===== src/rtl/usb2_crc_pkg.sv =====
// rtl/usb2_crc_pkg.sv - CRC5 helpers, PID codes and framer state type for USB 2.0 token packets
// Purpose: shared constants and bit-serial CRC5 functions for token/SOF framing.
// Contents: CRC5_POLY, CRC5_SEED_DEFAULT, PID_* codes, tf_state_e,
//           crc5_update_bit (one input bit), crc5_field11 (11-bit token field).
package usb2_crc_pkg;

  localparam logic [4:0] CRC5_POLY         = 5'h05;  // x^5 + x^2 + 1
  localparam logic [4:0] CRC5_SEED_DEFAULT = 5'h1F;

  localparam logic [3:0] PID_OUT   = 4'h1;
  localparam logic [3:0] PID_IN    = 4'h9;
  localparam logic [3:0] PID_SOF   = 4'h5;
  localparam logic [3:0] PID_SETUP = 4'hD;

  typedef enum logic {
    ST_IDLE = 1'b0,
    ST_SEND = 1'b1
  } tf_state_e;

  // Shift one wire bit into the CRC register (MSB-out Galois form).
  function automatic logic [4:0] crc5_update_bit(input logic [4:0] crc, input logic din);
    logic fb;
    fb = crc[4] ^ din;
    return {crc[3:0], 1'b0} ^ (fb ? CRC5_POLY : 5'h00);
  endfunction

  // Field bits enter in wire order: field[0] first. The loop unrolls to pure logic.
  function automatic logic [4:0] crc5_field11(input logic [4:0] seed, input logic [10:0] field);
    logic [4:0] crc;
    crc = seed;
    for (int i = 0; i < 11; i++) begin
      crc = crc5_update_bit(crc, field[i]);
    end
    return crc;
  endfunction

endpackage


===== src/rtl/usb2_token_crc5_calc.sv =====
// rtl/usb2_token_crc5_calc.sv - combinational CRC5 for an 11-bit token field, in transmit bit order
// Purpose: field -> crc_tx, ready to be placed above the field in the 16-bit token word.
// Ports: field_i  [10:0] token field {endp, addr} or SOF frame number
//        crc_tx_o [4:0]  remainder (optionally inverted), bit-reversed so bit 0 goes out first
module usb2_token_crc5_calc
  import usb2_crc_pkg::*;
#(
  parameter logic [4:0] RESET_SEED = CRC5_SEED_DEFAULT,
  parameter bit         INVERT_CRC = 1'b1
) (
  input  logic [10:0] field_i,
  output logic [4:0]  crc_tx_o
);

  logic [4:0] rem;

  always_comb begin
    crc_tx_o = '0;
    rem      = crc5_field11(RESET_SEED, field_i);
    if (INVERT_CRC) begin
      rem = ~rem;
    end
    // The remainder MSB is the first CRC bit on the wire, i.e. the lowest crc_tx bit.
    for (int i = 0; i < 5; i++) begin
      crc_tx_o[i] = rem[4 - i];
    end
  end

endmodule


===== src/rtl/usb2_token_framer.sv =====
// rtl/usb2_token_framer.sv - USB 2.0 token/SOF packet framer emitting 4-bit nibbles, LSB first
// Purpose: accept {pid, field}, attach ~pid and CRC5, stream six nibbles to the NRZI/stuff path.
// Ports: CLK, RST (sync, active-high)
//        in_valid/in_ready/in_pid[3:0]/in_field[10:0]   request handshake
//        out_valid/out_ready/out_data[3:0]/out_last     nibble stream, out_last on 6th nibble
//        busy                                           a packet is held or being sent
module usb2_token_framer
  import usb2_crc_pkg::*;
#(
  parameter logic [4:0] RESET_SEED = CRC5_SEED_DEFAULT,
  parameter bit         INVERT_CRC = 1'b1
) (
  input  logic        CLK,
  input  logic        RST,
  input  logic        in_valid,
  output logic        in_ready,
  input  logic [3:0]  in_pid,
  input  logic [10:0] in_field,
  output logic        out_valid,
  input  logic        out_ready,
  output logic [3:0]  out_data,
  output logic        out_last,
  output logic        busy
);

  tf_state_e   state_q, state_d;
  logic [2:0]  idx_q, idx_d;
  logic [3:0]  pid_q, pid_d;
  logic [10:0] field_q, field_d;
  logic [4:0]  crc_q, crc_d;
  logic [4:0]  crc_new;
  logic [3:0]  out_data_q, out_data_d;
  logic        out_last_q, out_last_d;
  logic [23:0] pkt_d;
  logic        last_fire;
  logic        accept;

  usb2_token_crc5_calc #(
    .RESET_SEED (RESET_SEED),
    .INVERT_CRC (INVERT_CRC)
  ) u_crc (
    .field_i  (in_field),
    .crc_tx_o (crc_new)
  );

  // The final nibble leaving this cycle frees the packet buffer, so a new request
  // can load in the same cycle and the stream has no bubble between packets.
  assign last_fire = (state_q == ST_SEND) && (idx_q == 3'd5) && out_ready;
  assign in_ready  = !RST && ((state_q == ST_IDLE) || last_fire);
  assign accept    = in_valid && in_ready;

  always_comb begin
    state_d    = state_q;
    idx_d      = idx_q;
    pid_d      = pid_q;
    field_d    = field_q;
    crc_d      = crc_q;
    pkt_d      = '0;
    out_data_d = '0;
    out_last_d = 1'b0;

    if (accept) begin
      pid_d   = in_pid;
      field_d = in_field;
      crc_d   = crc_new;
      idx_d   = 3'd0;
      state_d = ST_SEND;
    end else if ((state_q == ST_SEND) && out_ready) begin
      if (idx_q == 3'd5) begin
        idx_d   = 3'd0;
        state_d = ST_IDLE;
      end else begin
        idx_d = idx_q + 3'd1;
      end
    end

    // Output nibble is selected from next-state values so out_data/out_last are
    // registers that already show the nibble idx_q points at.
    pkt_d = {crc_d, field_d, ~pid_d, pid_d};
    if (state_d == ST_SEND) begin
      out_data_d = pkt_d[{idx_d, 2'b00} +: 4];
      out_last_d = (idx_d == 3'd5);
    end
  end

  always_ff @(posedge CLK) begin
    if (RST) begin
      state_q    <= ST_IDLE;
      idx_q      <= 3'd0;
      pid_q      <= 4'd0;
      field_q    <= 11'd0;
      crc_q      <= 5'd0;
      out_data_q <= 4'd0;
      out_last_q <= 1'b0;
    end else begin
      state_q    <= state_d;
      idx_q      <= idx_d;
      pid_q      <= pid_d;
      field_q    <= field_d;
      crc_q      <= crc_d;
      out_data_q <= out_data_d;
      out_last_q <= out_last_d;
    end
  end

  assign out_valid = (state_q == ST_SEND);
  assign busy      = (state_q == ST_SEND);
  assign out_data  = out_data_q;
  assign out_last  = out_last_q;

endmodule


===== config.mk =====
export PLATFORM = sky130hd
export DESIGN_NAME = usb2_token_framer
export DESIGN_NICKNAME = d
export VERILOG_FILES = /design/src/rtl/usb2_crc_pkg.sv /design/src/rtl/usb2_token_crc5_calc.sv /design/src/rtl/usb2_token_framer.sv
export SDC_FILE = /design/constraint.sdc
export NUM_CORES = 1
export LEC_CHECK = 0
export BUFFER_PORTS_ARGS = -buffer_cell sky130_fd_sc_hd__buf_2
export CAP_MARGIN = 20
export CORE_MARGIN = 4
export CORE_UTILIZATION = 49
export CTS_CLUSTER_SIZE = 14
export DETAILED_ROUTE_END_ITERATION = 12
export HOLD_SLACK_MARGIN = 0.02
export PLACE_DENSITY_LB_ADDON = 0.2
export SYNTH_ARGS = -nofsm -noshare
export SYNTH_HDL_FRONTEND = slang
export SYNTH_HIERARCHICAL = 1
export SYNTH_SLANG_ARGS = --single-unit
export TNS_END_PERCENT = 50

===== constraint.sdc =====
create_clock -name CLK -period 1.6 [get_ports CLK]
set_input_delay 0.08 -clock CLK [delete_from_list [all_inputs] [get_ports CLK]]
set_output_delay 0.08 -clock CLK [all_outputs]
set_load 0.01 [all_outputs]

==> qor.csv, run 1 <==
stage;metric;value;unit
status;status;finished with violations;
status;failed_checks;negative setup slack;
critical_path;r2r_setup_slack;-0.06;ns
drt;route.detailed.drc;0;
sta;fmaxAchievable;603;MHz
pwr;power_density;829;nW/um^2
placement;gpl.final_weighted_congestion;0.795;
global_routing;first_pass_grt_wire_length;5830;microns
sta;post-route-min-period;1.66;ns
floorplanning;floorplan.initialDensity;50.5;%
synth;synthCells;172;
synth;syn-cell-area;1530;sq um
synth;syn-num-nets;191;
hold_path;holdCritStartpoint;in_field[7];
critical_path;endpoint_kind;register;
hold_path;worst_hold_path.num_cells;3;
placement;dpl_wire_length;2560;microns
global_routing;grtUsageTotal;18.5;%
pwr;power_leakage;0.823;nW
cts;ctsLongestPathBuffers;2;
global_routing;first_global_vias;1269;
global_routing;grt_start_max_net_pins;28;
cts;cts_sinks;29;
floorplanning;die-width;63.9;microns
drt;routed_wire_length_per_instance;13.2;microns
cts;cts_htree_levels;2;
drt;detail_route.wirelength;3460;microns
final_layout;fin_util;64.9;%
sta;skew;0.00803;ns
sta;rsz0062_at_grt;true;
final_layout;antennaDiodeCount;0;
cts;clock-root-buffer;clkbuf_4;
critical_path;r2r-end;out_data[1];
critical_path;reg2regPathDepth;5;
critical_path;worstPathArrival;1.86;ns
floorplanning;number_of_top_level_pins;27;
drt;final_antenna_net_count;0;
sta;setup_slack;-0.0589;ns
global_routing;gr-total-overflow;0;
placement;port_buffers;26;
sta;final.period_utilization;104;%
cts;tritoncts;done;
global_routing;antenna_found_initial;0;
floorplanning;floorplan_row_count;20;
sta;slew_violations;0;
flow_run;drv.max_cap_violation_count;0;
pwr;post-layout-total-power;0.00163;W
drt;vias_per_cell;5.05;
cts;tritoncts.num_buffers;5;
synth;yosys_warnings;6;
drt;drc_marker_count_from_the_first_detailed_route_iteration;115;
pwr;power.ir.vdd_worst;0.479;mV
hold_path;min_path_type;in -> reg;
critical_path;worstPathRequired;1.80;ns
floorplanning;die_area;4080;sq um
floorplanning;core-area;3030;sq um
sta;holdWs;0.0312;ns
final_layout;syn_to_final_growth;28.6;%
drt;num_vias;1322;
critical_path;critical_path.startpoint_type;register;
cts;clock_latency;0.32;ns
sta;final_hold_viol_count;0;
synth;post_synth_num_cell_types;32;
hold_path;worst_hold_path.endpoint;field_q[7];
final_layout;post_route_cells_drive_above_1_share;30.7;%
critical_path;timing.rr.start;busy;
floorplanning;die_h;63.9;microns
synth;synth.yosys.seq_area_share;38.0;%
final_layout;nNetsFinal;237;
synth;yosys_register_bits;29;
critical_path;crit_path_max_fanout;4;
sta;tightest_slew;0.434;ns
cts;clkSlewWorstSetupHoldPaths;0.09;ns
sta;report.final.setup_viol;3;
critical_path;critical_path_class;reg -> reg;
sta;timing.max_slew.rel_slack;70.9;%
drt;initial_drt_pass_iterations;4;
synth;avgSynthCellArea;8.89;sq um
power by group:
part	internal (W)	total (W)	switching, W
logic	0.000207	0.000404	0.000197
clock network	0.000207	0.000448	0.000241
registers	0.000759	0.000778	0.0000197
total	0.00117	0.00163	0.000458
cells in the final DEF, fill, tap and decap left out, types with 2 or more instances in the layout:
cell type      instances
a211o_1                4
a21oi_1               21
a222oi_1               4
buf_12                 2
buf_2                 26
buf_4                 14
clkbuf_4               5
dfxtp_1               26
dfxtp_4                2
dlygate4sd3_1          6
mux2_4                 3
mux2i_1                4
nand2_1               36
nand2b_1               3
nand3_1                2
nand3b_1               2
nor2_1                11
nor2b_1                2
o21ai_1                5
xnor2_1               10
xnor2_2                2
xnor3_1                2
xor2_1                 7
cells by family after synthesis:
| kind of cell | count (synthesis) | synth area share [%] |
|---|---|---|
| DFF | 29 | 38.0 |
| AOI/OAI and AO/OA | 38 | 16.0 |
| buffers and inverters | 11 | 3.93 |
| muxes | 8 | 5.56 |
| xor gates and xnor gates | 23 | 17.7 |
| and+or+nand+nor | 63 | 18.8 |
per-stage QoR:
stage | setup TNS (ns) | cell area, sq um | setup slack [ns] | std cells
after floorplan | 0 | 1530 | 0.00712 | 172
after global placement | -0.221 | 1780 | -0.0844 | 245
after detailed placement | -0.490 | 1780 | -0.144 | 245
after CTS | -0.117 | 1960 | -0.0528 | 262
after global routing | -0.528 | 1970 | -0.175 | 262
final | -0.129 | 1970 | -0.0589 | 262
metal layers:
layer | up-vias | global-route usage (%) | part of all wire, %
met1 | 608 | 23.2 | 44
met4 | 0 | 7.28 | 1.2
met5 | - | 0 | 0
li1 | 677 | - | -
met3 | 4 | 5.10 | 4.9
met2 | 33 | 30.1 | 49
worst max-delay path by stage:
stage	slack [ns]	end	startpoint
floorplan	0.007	out_data[0]	busy
global route	-0.18	out_data[1]	idx_q[0]
detailed placement	-0.14	out_data[0]	idx_q[0]
global placement	-0.08	out_data[1]	idx_q[0]
CTS	-0.05	out_data[1]	idx_q[0]
finish	-0.06	out_data[1]	busy
worst max-delay path, cell delays in order, from the launching register on:
cell and delay (ns):
dfxtp_4 0.38, nand3_2 0.09, or3_4 0.40, and3b_2 0.25
a222oi_1 0.34, o21ai_1 0.09
cell type report:
cell class / instances / area, sq um
Timing Repair Buffer: 49 / 347
Clock buffer: 7 / 55.1
Multi-Input combinational cell: 132 / 916
Inverter: 1 / 3.75
Fill cell: 249 / 1060
Sequential cell: 29 / 589
Tap cell: 44 / 55.1
state kept, by name, summed over array words and instances, names as in the netlist:
signal	flops
busy	1
pid_q	4
crc_q	5
idx_q	3
out_data	4
out_last	1
field_q	11
cells in the mapped netlist:
master | n | area share, %
nor2b_1 | 2 | 0.82
a21oi_4 | 1 | 1.1
nor2_1 | 11 | 2.7
xor2_1 | 7 | 4.0
dfxtp_1 | 29 | 38
a222oi_1 | 4 | 2.6
a211o_1 | 4 | 2.3
xor2_4 | 1 | 1.8
buf_4 | 4 | 2.0
and2_0 | 1 | 0.41
xnor2_1 | 10 | 5.7
nand3_1 | 3 | 0.98
xor2_2 | 1 | 1.1
nor3b_1 | 1 | 0.49
mux2_2 | 4 | 2.9
nand2b_1 | 3 | 1.2
xnor2_2 | 2 | 2.1
a21oi_1 | 21 | 6.9
and3b_1 | 1 | 0.57
buf_2 | 3 | 0.98
a22oi_2 | 1 | 0.82
nand2_1 | 36 | 8.8
clkbuf_1 | 3 | 0.74
a31oi_1 | 1 | 0.41
nand2_2 | 1 | 0.41
o21ai_0 | 6 | 2.0
or3_1 | 1 | 0.41
nand3b_1 | 2 | 0.98
xnor3_1 | 2 | 2.9
mux2i_1 | 4 | 2.6
nand4b_2 | 1 | 0.98
inv_1 | 1 | 0.25
repair_timing:
item / in CTS / in global routing
setup endpoints to repair: 4 / 4
hold buffers: 6 / 0
pin swaps: 9 / 6
endpoints found under the hold margin: 6 / 0
setup buffers: 5 / 0
gates resized for setup: 13 / 3
(Power assumes the default switching activity.)
==> inputs of run 2 (changes only) <==
--- a/config.mk
+++ b/config.mk
@@ -12,7 +12,7 @@
 export CTS_CLUSTER_SIZE = 14
 export DETAILED_ROUTE_END_ITERATION = 12
 export HOLD_SLACK_MARGIN = 0.02
-export PLACE_DENSITY_LB_ADDON = 0.2
+export PLACE_DENSITY = 0.74
 export SYNTH_ARGS = -nofsm -noshare
 export SYNTH_HDL_FRONTEND = slang
 export SYNTH_HIERARCHICAL = 1
==> run 2 against run 1 <==
Compared with the run above:
- the run still ends with negative setup slack left
- setup slack improved by 0.018 ns
- fmax increased by 1.1%
- clock power up 17%
- sequential share of layout area decreased by 1.2 points
- total power is 6.7% higher
- critical endpoint is now out_data[2]
- clock skew increased by 0.0038 ns
- largest power group unchanged
- cell count rose by 1.9%
- cell area grew 4.5%
- register-to-register slack improved by 0.02 ns
- via count increased by 6.8%
- combinational power increased by 7.9%
- non-clock buffer count is 5 higher
==> qor.csv, run 2 (synthesis results as in run 1) <==
stage;metric;value;unit
status;status;finished with violations;
status;failed_checks;negative setup slack;
critical_path;endpoint_kind;register;
pwr;power.share.clock;30.1;%
sta;setup_slack;-0.0405;ns
floorplanning;die-width;63.9;microns
floorplanning;number_of_top_level_pins;27;
final_layout;finish.instance_area;2050;sq um
cts;tritoncts.num_buffers;5;
placement;port_buffers;26;
sta;final.period_utilization;103;%
cts;cts_htree_levels;2;
drt;final_antenna_net_count;0;
final_layout;antennaDiodeCount;0;
sta;rsz0062_at_grt;true;
cts;clkSlewWorstSetupHoldPaths;0.10;ns
critical_path;reg2regPathDepth;6;
critical_path;worstPathRequired;1.81;ns
pwr;power_density;847;nW/um^2
global_routing;first_global_vias;1299;
sta;final_hold_viol_count;0;
critical_path;critical_path.endpoint;out_data[2];
final_layout;post_route_cells_drive_above_1_share;32.7;%
sta;skew;0.0118;ns
critical_path;timing.rr.start;idx_q[0];
pwr;power.share.combinational;25.1;%
sta;tns;-0.0499;ns
pwr;power.ir.vdd_worst;0.676;mV
drt;route.detailed.drc;0;
drt;initial_drt_pass_iterations;7;
final_layout;multi_input_area;938;sq um
cts;ctsLongestPathBuffers;2;
sta;holdWs;0.0269;ns
global_routing;grtUsageTotal;19.7;%
critical_path;worstPathArrival;1.85;ns
drt;detail_route.wirelength;3930;microns
cts;cts_sinks;29;
critical_path;r2r_setup_slack;-0.04;ns
hold_path;min_path_type;in -> reg;
critical_path;critical_path.startpoint_type;register;
final_layout;syn_to_final_growth;34.3;%
final_layout;nNetsFinal;242;
final_layout;fillers;253;
cts;clock-root-buffer;clkbuf_4;
drt;drc_marker_count_from_the_first_detailed_route_iteration;100;
sta;slew_violations;0;
sta;report.final.setup_viol;2;
sta;fmaxAchievable;610;MHz
critical_path;critical_path_class;reg -> reg;
pwr;power_leakage;0.858;nW
drt;vias_per_cell;5.29;
final_layout;ff_latch_area;591;sq um
sta;post-route-min-period;1.64;ns
pwr;post-layout-total-power;0.00174;W
pwr;power.switching;0.000500;W
final_layout;layout.cells.most_common;nand2_1;
global_routing;grt_start_max_net_pins;28;
placement;dpl_wire_length;2610;microns
pwr;switching_share;28.8;%
final_layout;largest-register;field_q;
drt;num_vias;1412;
final_layout;top_regs;field_q x11, crc_q x5;
global_routing;first_pass_grt_wire_length;6220;microns
pwr;sequentialPowerShare;44.8;%
sta;timing.max_slew.rel_slack;75.6;%
final_layout;largest_reg_flops;11;
floorplanning;core-area;3030;sq um
global_routing;gr-total-overflow;0;
placement;gpl.final_weighted_congestion;0.836;
flow_run;drv.max_cap_violation_count;0;
global_routing;antenna_found_initial;0;
critical_path;timing.critical_path.from;idx_q[0];
critical_path;crit_path_max_fanout;5;
critical_path;r2r-end;out_data[2];
sta;tightest_slew;0.364;ns
hold_path;holdCritStartpoint;in_field[4];
cts;tritoncts;done;
drt;routed_wire_length_per_instance;14.7;microns
floorplanning;floorplan.initialDensity;50.5;%
placement;dpl-instance-area;1810;sq um
cts;clock_latency;0.34;ns
pwr;p_int;0.00124;W
floorplanning;die_h;63.9;microns
floorplanning;floorplan_row_count;20;
final_layout;most-common-layout-cells;36 x nand2_1, 26 x buf_2, 25 x dfxtp_1;
floorplanning;die_area;4080;sq um
## run 2: layout make-up
class / count / share of cell area, %
clock buffer: 6 / 3.05
clock inverter: 1 / 0.244
inverter: 1 / 0.183
multi-input combinational: 132 / 45.7
sequential: 29 / 28.8
tap: 44 / 2.68
timing repair buffer: 54 / 19.4
## run 2: worst min path at each step
stage	endpoint	depth (start not counted)
after CTS	field_q[4]	3
after floorplan	field_q[0]	2
final	field_q[4]	3
after detailed placement	pid_q[2]	3
after global routing	field_q[4]	3
after global placement	pid_q[1]	3
## run 2: metrics by stage
| stage | utilization [%] | worst slack (ns) | std cells |
|---|---|---|---|
| final | 67.8 | -0.0405 | 267 |
| after global routing | 67.8 | -0.0870 | 267 |
| after floorplan | - | 0.00712 | 172 |
| after CTS | 66.3 | -0.00754 | 266 |
| after global placement | 59.9 | -0.00110 | 249 |
| after detailed placement | 59.9 | -0.0345 | 249 |
## run 2: power by group through the flow
stage / clock network [W] / registers (W) / logic, W
2_1_floorplan: 0 / 0.000795 / 0.000255
3_3_place_gp: 0 / 0.000795 / 0.000380
3_5_place_dp: 0 / 0.000795 / 0.000390
4_1_cts: 0.000532 / 0.000780 / 0.000415
5_1_grt: 0.000565 / 0.000785 / 0.000469
6_report: 0.000524 / 0.000780 / 0.000436
## run 2: what timing repair did
action	in CTS	in global routing
hold endpoints to repair	10	0
setup buffers	0	1
endpoints found under the setup margin	2	8
pin swaps	5	8
hold buffers	10	0
resized for setup	9	10
## run 2: critical path, stage by stage (launching register included)
cell	delay, ns
dfxtp_2	0.34
buf_6	0.11
nand3_2	0.08
or3_4	0.34
and3b_2	0.24
a222oi_1	0.28
o21ai_1	0.13
## run 2: routing by layer
metal / vias to the layer above / global-route usage, % / part of all wire (%)
li1: 685 / - / -
met1: 666 / 24.9 / 43
met2: 50 / 32.6 / 49
met3: 11 / 4.39 / 5.3
met4: 0 / 7.28 / 2.5
met5: - / 0 / 0
==> inputs of run 3 (changes only) <==
--- a/config.mk
+++ b/config.mk
@@ -12,9 +12,8 @@
 export CTS_CLUSTER_SIZE = 14
 export DETAILED_ROUTE_END_ITERATION = 12
 export HOLD_SLACK_MARGIN = 0.02
-export PLACE_DENSITY = 0.74
+export PLACE_DENSITY = 0.75
 export SYNTH_ARGS = -nofsm -noshare
 export SYNTH_HDL_FRONTEND = slang
-export SYNTH_HIERARCHICAL = 1
 export SYNTH_SLANG_ARGS = --single-unit
 export TNS_END_PERCENT = 50
==> run 3 against run 2 <==
Compared with the run above:
- the run now ends clean
- critical path type unchanged
- synthesized area down 4.9%
- setup slack better by 0.099 ns
- sequential power up 1%
- count of clock-buffer cells in the layout up 1
==> qor.csv, run 3 <==
stage;metric;value;unit
synth;synth_area_leader_cell;dfxtp_1;
final_layout;layout.cells.most_common;nor2_1;
global_routing;first_pass_grt_wire_length;5720;microns
pwr;power_density;953;nW/um^2
drt;initial_drt_pass_iterations;4;
sta;report.final.setup_viol;0;
cts;cts_sinks;29;
synth;synth.area.top_cells;dfxtp_1 40%, mux2i_1 14%, nor2_1 9.0%;
placement;numPlacedInstances;212;
floorplanning;floorplan.initialDensity;51.8;%
cts;tritoncts.num_buffers;5;
final_layout;most-common-layout-cells;34 x nor2_1, 26 x dfxtp_1, 26 x buf_2;
pwr;power_leakage;0.760;nW
drt;num_vias;1306;
global_routing;first_global_vias;1297;
critical_path;critical_path.startpoint_type;register;
floorplanning;die_h;62.5;microns
placement;dpl_wire_length;2300;microns
synth;synth.yosys.seq_area_share;39.9;%
sta;skew;0.00923;ns
synth;synthCells;154;
synth;synthAdderAreaFrac;0;%
critical_path;r2r-end;out_data[1];
sta;fmaxAchievable;649;MHz
drt;routed_wire_length_per_instance;14.9;microns
floorplanning;die-width;62.5;microns
synth;yosys_warnings;0;
synth;syn-num-nets;173;
placement;gpl.final_weighted_congestion;0.780;
hold_path;worst_hold_path.num_cells;3;
global_routing;grt_start_max_net_pins;25;
critical_path;critical_path_class;reg -> reg;
global_routing;antenna_found_initial;0;
status;status;finished, final reports clean;
drt;route.detailed.drc;0;
drt;drc_marker_count_from_the_first_detailed_route_iteration;61;
cts;cts_htree_levels;2;
floorplanning;core-area;2810;sq um
drt;vias_per_cell;5.68;
synth;synthDominantCellAreaShare;39.9;%
critical_path;timing.rr.start;idx_q[0];
critical_path;worst_path_max_delay_cell;dfxtp_2;
hold_path;min_path_type;in -> reg;
synth;synthTopCellsByCount;35 x nor2_1, 29 x dfxtp_1, 20 x mux2i_1;
synth;synth_compound_area_share;15.0;%
synth;post-synth-top-count-cell;nor2_1;
synth;largest_family_of_logic_cells_by_synthesized_area;compound AO/OA/AOI/OAI gates;
synth;avgSynthCellArea;9.44;sq um
sta;final.period_utilization;96.4;%
sta;tightest_slew;0.344;ns
final_layout;post_route_cells_drive_above_1_share;29.1;%
synth;post_synth_num_cell_types;31;
floorplanning;floorplan_row_count;19;
final_layout;antennaDiodeCount;0;
global_routing;gr-total-overflow;0;
critical_path;crit_path_max_fanout;8;
critical_path;worstPathRequired;1.81;ns
synth;xor_xnor_cell_area_share_of_the_yosys_netlist;12.5;%
drt;detail_route.wirelength;3420;microns
sta;slew_violations;0;
sta;post-route-min-period;1.54;ns
critical_path;cp_cell_sequence;nand2_1, a22oi_1, nor2_2, a221oi_1, o22ai_1;
floorplanning;number_of_top_level_pins;27;
placement;port_buffers;26;
synth;synthSimpleGateAreaFrac;14.5;%
sta;timing.max_slew.rel_slack;76.9;%
synth;synth.area.mux_share;13.8;%
global_routing;grtUsageTotal;18.3;%
synth;yosys_register_bits;29;
sta;tns;0;ns
hold_path;holdCritStartpoint;in_valid;
final_layout;fillers;237;
critical_path;r2r_setup_slack;0.06;ns
flow_run;drv.max_cap_violation_count;0;
synth;yosys_most_used_dff;dfxtp_1;
final_layout;top_regs;field_q x11, crc_q x5;
pwr;power.ir.vdd_worst;0.501;mV
drt;final_antenna_net_count;0;
sta;final_hold_viol_count;0;
cts;clock_latency;0.33;ns
final_layout;post_layout_nonfiller_instances;230;
critical_path;worstPathArrival;1.76;ns
critical_path;endpoint_kind;register;
final_layout;largest-register;field_q;
final_layout;syn_to_final_growth;30.6;%
final_layout;nNetsFinal;217;
synth;synth_async_sr_flop_share;0;%
cts;clock-root-buffer;clkbuf_4;
synth;syn-cell-area;1450;sq um
critical_path;reg2regPathDepth;5;
synth;synth_enable_flop_cells;0;
final_layout;largest_reg_flops;11;
cts;tritoncts;done;
cts;ctsLongestPathBuffers;2;
hold_path;worst_hold_path.endpoint;busy;
critical_path;crit_path_max_incr_delay;0.42;ns
cts;clkSlewWorstSetupHoldPaths;0.09;ns
floorplanning;die_area;3900;sq um
run 3: per-stage QoR:
stage	area (sq um)	hold WS, ns	util (%)	worst slack [ns]	total power [W]
after CTS	1860	0.0215	66.1	0.00958	0.00181
after global placement	1650	0.336	58.8	0.0835	0.00115
after global routing	1900	0.0425	67.7	-0.0539	0.00190
after floorplan	1450	0.201	-	0.0211	0.00105
final	1900	0.0344	67.7	0.0583	0.00181
after detailed placement	1650	0.343	58.8	-0.0189	0.00116
run 3: cells by family after synthesis:
group           after synthesis
buf+inv                       9
flops                        29
xor+xnor                     19
simple gates                 47
mux                          20
compound gates               30
run 3: timing repair:
| item | CTS | global route |
|---|---|---|
| pin swaps | 1 | 2 |
| hold buffers | 7 | 1 |
| gates resized for setup | 5 | 11 |
| hold endpoints to repair | 7 | 1 |
| endpoints found under the setup margin | 11 | 25 |
| setup buffers | 1 | 1 |
| gates cloned | 1 | 0 |
run 3: cell type report:
class / instances / area, sq um / area share, %
multi-input cells: 116 / 876 / 46.1
well taps: 31 / 38.8 / 2.04
inverters: 1 / 3.75 / 0.198
clock inverters: 1 / 30.0 / 1.58
clock buffers: 7 / 55.1 / 2.90
repair buffers: 45 / 309 / 16.3
flip-flops and latches: 29 / 587 / 30.9
run 3: report_power, final:
group / internal, W / switching, W
logic: 0.000196 / 0.000199
clock network: 0.000373 / 0.000253
registers: 0.000764 / 0.0000250
run 3: metal layers:
| metal | part of all wire, % | GRT usage (%) | vias to the layer above | wire [microns] |
|---|---|---|---|---|
| li1 | - | - | 638 | - |
| met1 | 42 | 21.8 | 611 | 1440 |
| met2 | 50 | 31.6 | 52 | 1720 |
| met3 | 6.5 | 5.40 | 5 | 223 |
| met4 | 1.2 | 5.79 | 0 | 42 |
| met5 | 0 | 0 | - | 0 |
run 3: worst max path at each step:
stage | from | to | slack, ns | cells after the start
after global routing | idx_q[0] | out_data[3] | -0.05 | 5
final | idx_q[0] | out_data[1] | 0.06 | 5
after CTS | idx_q[0] | out_data[1] | 0.01 | 5
after global placement | idx_q[2] | field_q[6] | 0.08 | 6
after detailed placement | idx_q[2] | field_q[7] | -0.02 | 6
after floorplan | busy | out_data[1] | 0.02 | 5
run 3: critical path: cells and delay by family, from the launching register on:
| family | cells | cell delay, ns |
|---|---|---|
| AND/OR/NAND/NOR | 2 | 0.27 |
| flip-flops | 1 | 0.42 |
| AO/OA/AOI/OAI | 3 | 0.75 |
